<file path="config.mk">
export PLATFORM = sky130hd
export DESIGN_NAME = mem_port_arbiter
export DESIGN_NICKNAME = d
export VERILOG_FILES = /design/src/rtl/mem_port_arbiter.sv
export SDC_FILE = /design/constraint.sdc
export NUM_CORES = 1
export LEC_CHECK = 0
export CAP_MARGIN = 20
export CORE_MARGIN = 8
export CORE_UTILIZATION = 35
export CTS_CLUSTER_DIAMETER = 40
export DETAILED_ROUTE_END_ITERATION = 10
export MAX_ROUTING_LAYER = met4
export PLACE_DENSITY_LB_ADDON = 0.12
export SYNTH_ARGS = -nofsm -noshare
export SYNTH_HDL_FRONTEND = slang
export SYNTH_SLANG_ARGS = --single-unit
export TNS_END_PERCENT = 20
</file>
<file path="constraint.sdc">
create_clock -name mem_Clk -period 4.8 [get_ports mem_Clk]
set_input_delay 1.44 -clock mem_Clk [delete_from_list [all_inputs] [get_ports mem_Clk]]
set_output_delay 1.44 -clock mem_Clk [all_outputs]
set_load 0.05 [all_outputs]
</file>
<file path="src/rtl/mem_port_arbiter.sv">
// mem_port_arbiter
// Shares the byte-wide port of the unified instruction/data memory between the
// fetch path and the load/store path. Each grant moves one 32-bit big-endian
// word as four byte beats (MSB first). Data requests normally win; a streak
// counter forces a fetch grant after MAX_DATA_BURST data grants made while a
// fetch was waiting.
//
// Requester handshake: a requester holds *_req high (with stable address,
// we and wdata) until the arbiter grants it. Address, we and wdata are
// latched on the grant edge, so the requester may change them afterwards.
// Completion is a one-cycle *_done pulse. Loads also return the word on
// *_rdata, which holds until that requester's next load completes. The
// cycle after done is always IDLE. A req still high in that cycle is a
// new request, so a requester wanting one transfer drops req on the edge
// that ends its done cycle.
module mem_port_arbiter #(
    parameter int ADDR_W         = 16,
    parameter int MAX_DATA_BURST = 4
) (
    input  logic              mem_Clk,
    input  logic              mem_Rst_n,
    input  logic              if_req,
    input  logic [31:0]       if_addr,
    input  logic              fetch_pause,
    output logic              if_done,
    output logic [31:0]       if_rdata,
    input  logic              d_req,
    input  logic              d_we,
    input  logic [31:0]       d_addr,
    input  logic [31:0]       d_wdata,
    output logic              d_done,
    output logic [31:0]       d_rdata,
    output logic              mem_en,
    output logic              mem_we,
    output logic [ADDR_W-1:0] mem_addr,
    output logic [7:0]        mem_wdata,
    input  logic [7:0]        mem_rdata,
    output logic              busy,
    output logic [1:0]        dbg_state
);

    localparam int STREAK_W = $clog2(MAX_DATA_BURST + 1);
    localparam logic [STREAK_W-1:0] STREAK_MAX = STREAK_W'(MAX_DATA_BURST);
    localparam logic [STREAK_W-1:0] STREAK_ONE = STREAK_W'(1);
    localparam logic [ADDR_W-1:0]   ADDR_ONE   = ADDR_W'(1);

    typedef enum logic [1:0] {
        IDLE = 2'd0,
        XFER = 2'd1,
        DONE = 2'd2
    } state_t;

    state_t              state;
    logic [2:0]          beat;       // 0..3 bus beats, 4 = load capture-only beat
    logic                owner_d;    // 1 = data path owns the current transfer
    logic                lat_we;     // latched store flag
    logic [23:0]         wsh;        // store bytes still to be driven, next byte on top
    logic [23:0]         cap;        // load bytes captured so far
    logic [STREAK_W-1:0] streak;     // data grants made while fetch was waiting

    logic              fetch_elig;
    logic              fetch_forced;
    logic              grant_d;
    logic              grant_f;
    logic              grant_we;
    logic [ADDR_W-1:0] grant_addr;
    logic              unused_addr_hi;

    // Grant decision, only acted on in IDLE
    assign fetch_elig   = if_req & ~fetch_pause;
    assign fetch_forced = fetch_elig & (streak == STREAK_MAX);
    assign grant_d      = d_req & ~fetch_forced;
    assign grant_f      = fetch_elig & ~grant_d;
    assign grant_we     = grant_d & d_we;
    assign grant_addr   = grant_d ? d_addr[ADDR_W-1:0] : if_addr[ADDR_W-1:0];

    // Upper request address bits are dropped: the port only spans ADDR_W bits
    assign unused_addr_hi = ^{d_addr[31:ADDR_W], if_addr[31:ADDR_W]};

    assign busy      = (state != IDLE);
    assign dbg_state = state;

    // Arbitration, beat sequencing and registered bus / completion outputs
    always_ff @(posedge mem_Clk or negedge mem_Rst_n) begin
        if (!mem_Rst_n) begin
            state     <= IDLE;
            beat      <= 3'd0;
            owner_d   <= 1'b0;
            lat_we    <= 1'b0;
            wsh       <= '0;
            cap       <= '0;
            streak    <= '0;
            if_done   <= 1'b0;
            if_rdata  <= '0;
            d_done    <= 1'b0;
            d_rdata   <= '0;
            mem_en    <= 1'b0;
            mem_we    <= 1'b0;
            mem_addr  <= '0;
            mem_wdata <= '0;
        end else begin
            case (state)
                IDLE: begin
                    // A waiting fetch only counts against data grants while it is eligible
                    if (!fetch_elig || grant_f) begin
                        streak <= '0;
                    end else if (grant_d && (streak != STREAK_MAX)) begin
                        streak <= streak + STREAK_ONE;
                    end

                    if (grant_d || grant_f) begin
                        state     <= XFER;
                        beat      <= 3'd0;
                        owner_d   <= grant_d;
                        lat_we    <= grant_we;
                        wsh       <= grant_we ? d_wdata[23:0] : 24'h0;
                        mem_en    <= 1'b1;
                        mem_we    <= grant_we;
                        mem_addr  <= grant_addr;
                        mem_wdata <= grant_we ? d_wdata[31:24] : 8'h00;
                    end
                end

                XFER: begin
                    beat <= beat + 3'd1;

                    // Read data lags the address by one cycle: beats 1..3 see bytes 0..2
                    if (!lat_we && (beat != 3'd0) && (beat != 3'd4)) begin
                        cap <= {cap[15:0], mem_rdata};
                    end

                    if (beat < 3'd3) begin
                        // Next byte address wraps naturally at 2^ADDR_W
                        mem_addr  <= mem_addr + ADDR_ONE;
                        mem_wdata <= lat_we ? wsh[23:16] : 8'h00;
                        wsh       <= {wsh[15:0], 8'h00};
                    end else if (beat == 3'd3) begin
                        mem_en    <= 1'b0;
                        mem_we    <= 1'b0;
                        mem_addr  <= '0;
                        mem_wdata <= 8'h00;
                        // Stores finish here; loads still need the last read byte
                        if (lat_we) begin
                            state  <= DONE;
                            d_done <= 1'b1;
                        end
                    end else begin
                        state <= DONE;
                        if (owner_d) begin
                            d_done  <= 1'b1;
                            d_rdata <= {cap, mem_rdata};
                        end else begin
                            if_done  <= 1'b1;
                            if_rdata <= {cap, mem_rdata};
                        end
                    end
                end

                DONE: begin
                    state   <= IDLE;
                    beat    <= 3'd0;
                    if_done <= 1'b0;
                    d_done  <= 1'b0;
                end

                default: begin
                    state <= IDLE;
                end
            endcase
        end
    end

endmodule

</file>
==> reports/results.txt <==
Nets: 830
Synth Register Bits: 150
Total number of vias: 5129
Clock Latency Late Sink: 0.42 ns
Ys async rst share: 100%
Die area: 24300 sq um
Diodes inserted: 0
Synth area leader: dfrtp_1
Worst Hold Slack: 0.500 ns
First-pass GRT wire length: 29700 um
Final period utilization: 77.3%
GP Congestion: 0.800
Die Y-Extent: 156 um
Critical Path Start Type: flop
Via density per instance: 5.18
Fin util: 48.6%
Worst rel slew slack: 31.2%
Worst-margin pin slew: 1.03 ns
HPWL Detailed: 13100 um
# hold bufs at CTS: 0
Largest net degree at the start of global routing: 89
Peak VDD IR: 0.000309 V
Final setup viols: 0
Synth warn: 0
DRT iter0 DRCs: 261
DRC Markers: 0
Drt pass-1 iters: 4
Final instance area: 9390 sq um
Post-synth top area share: 54.7%
Fillcell total: 1736
Crit path kind: flop to output pin
Syn_area_per_cell: 12.5 sq um
Crit path largest cell delay: 0.83 ns
Clk root buf: clkbuf_16
CTS tree: yes
H-tree Lvls: 4
Crit Path Max Fanout: 14
CP Capture Type: output pin
Clock sink total: 150
Vias in the first global route: 5410
Area of placed instances: 8830 sq um
Final setup TNS: 0 ns
GRT Total Usage: 15.9%
Setup Buffers After CTS: 0
Mapped cell area: 6860 sq um
Reg clk slew, reported paths: 0.06 ns
GRT overflow: 0
Post-route ant nets: 0
Post-Syn Nets: 664
Ranking of synthesized cells by area: dfrtp_1 55%, mux2_2 9.9%, mux2_4 6.6%, nand3_1 3.2%, a22oi_1 3.0%
Starting Density: 35.5%
I/O Buffers: 172
CTS resizes: 0
RSZ-0062 raised after global routing: false
Hold Crit Class: flop to flop
Die W: 156 um
F_max: 269 MHz
WL final: 18400 um
CP arrival: 2.27 ns
WL per Instance: 18.6 um
Share of layout cells above drive strength 1: 20.1%
Fin crit period: 3.71 ns
CP required: 3.36 ns
Yosys cell types: 55
Slowest cell on crit path: clkdlybuf4s50_1
Pwr/cell area: 814 nW/um^2
Layout area overhead: 36.9%
Post-synth EDFFs: 0
CP cell instances: nor2_2, inv_1, clkdlybuf4s50_1
Most used DFF post-synth: dfrtp_1
Gate Count Post-Synth: 547
Register area share after synthesis: 54.7%
LEAKAGE: 4.00 nW
Longest Clk Path Bufs: 2
Skew final: 0.00925 ns
Max-slew violations: 0
Top Ports: 205
CTS buffer count: 17
Hold Violations, Final: 0
MaxCap Viol Count: 0
Core area: 19300 sq um
Outcome: finished clean
Antenna violations before repair: 0
Row count: 51
[kinds of logic after synthesis]
group           count (synthesis)  synth area share, %
buf+inv                        53                 3.81
compound gates                133                 13.6
mux                            97                 17.5
simple gates                  107                 9.07
fa+ha+maj                       7                 1.28
flops                         150                 54.7
[metal layers]
| metal | GRT usage [%] | up-vias | routed length [um] |
|---|---|---|---|
| met5 | - | - | 0 |
| met4 | 5.78 | 0 | 318 |
| met3 | 4.18 | 29 | 1170 |
| met2 | 25.3 | 177 | 8920 |
| met1 | 19.2 | 2539 | 7990 |
| li1 | - | 2384 | - |
[through the flow]
| step | instances | worst slack, ns | total power [mW] |
|---|---|---|---|
| 2_1_floorplan | 547 | 2.08 | 5.14 |
| 3_3_place_gp | 957 | 0.890 | 6.40 |
| 3_5_place_dp | 958 | 0.827 | 6.47 |
| 4_1_cts | 989 | 1.03 | 7.72 |
| 5_1_grt | 990 | 0.919 | 8.08 |
| 6_report | 990 | 1.09 | 7.64 |
[path summary, 6_finish.rpt]
check,depth (start not counted),slack [ns],from,to
max reg2reg,4,2.20,dbg_state[0],wsh[5]
max in group asynchronous,2,2.71,mem_Rst_n,d_rdata[26]
max,3,1.09,dbg_state[0],busy
min reg2reg,1,0.50,if_rdata[9],if_rdata[9]
min,1,0.50,if_rdata[9],if_rdata[9]
min in group asynchronous,1,1.09,mem_Rst_n,d_rdata[7]
[cells in the mapped netlist, types with 2 or more instances]
cell / n
dfrtp_1: 150
mux2_2: 60
nand3_1: 44
o21ai_0: 38
mux2_4: 30
a22oi_1: 27
a22o_1: 15
clkbuf_1: 15
inv_1: 15
buf_2: 14
nand2_1: 14
a21oi_1: 10
nor3_1: 9
ha_1: 7
nand4_1: 7
a21o_1: 6
a211o_1: 5
buf_6: 5
mux2i_1: 5
o2bb2ai_1: 5
a2bb2oi_1: 4
and3_1: 4
nor4_1: 4
o211ai_1: 4
and4_1: 3
o21ai_1: 3
o221ai_1: 3
o22ai_1: 3
or3_1: 3
a221o_1: 2
buf_1: 2
buf_4: 2
mux2_1: 2
nor2_1: 2
nor2_2: 2
nor2b_1: 2
nor3b_1: 2
o21a_1: 2
[power breakdown]
part           switching (mW)  leakage, nW  internal [mW]  total, mW
clock                   0.542        0.260          0.683       1.22
sequential              0.490         1.87           1.86       2.35
combinational            2.44         1.87           1.62       4.06
total                    3.47         4.00           4.17       7.64
[area by class of cell]
class	count	area [sq um]	area share (%)
flip-flops and latches	150	3750	40.0
clock buffers	20	447	4.76
well taps	265	332	3.53
multi-input cells	344	2860	30.4
inverters	15	56.3	0.600
repair buffers	185	1850	19.7
clock inverters	11	92.6	0.986
[critical path, delay by kind of cell (launching register included)]
kind	cells	cell delay (ns)
DFF	1	0.67
and+or+nand+nor	1	0.16
buffers and inverters	2	1.02
[placed cells by master (no fill, tap or decap), types with 3 or more instances in the layout]
cell / instances
clkdlybuf4s50_1: 171
dfrtp_1: 150
mux2_2: 60
nand3_1: 44
o21ai_0: 38
mux2_4: 30
a22oi_1: 27
clkbuf_16: 17
inv_1: 15
a22o_1: 15
nand2_1: 14
a21oi_1: 10
buf_4: 10
nor3_1: 9
nand4_1: 7
ha_1: 7
a21o_1: 6
o2bb2ai_1: 5
mux2i_1: 5
a211o_1: 5
nor4_1: 4
and3_1: 4
o211ai_1: 4
a2bb2oi_1: 4
inv_6: 4
and4_1: 3
o22ai_1: 3
or3_1: 3
o221ai_1: 3
clkinv_4: 3
[registers in the layout, summed over array words and instances, names as in the netlist]
signal / cells
beat: 3
cap: 24
d_done: 1
d_rdata: 32
dbg_state: 2
if_done: 1
if_rdata: 32
lat_we: 1
mem_addr: 16
mem_en: 1
mem_wdata: 8
mem_we: 1
owner_d: 1
streak: 3
wsh: 24
Power figures use the tool's default switching activity.
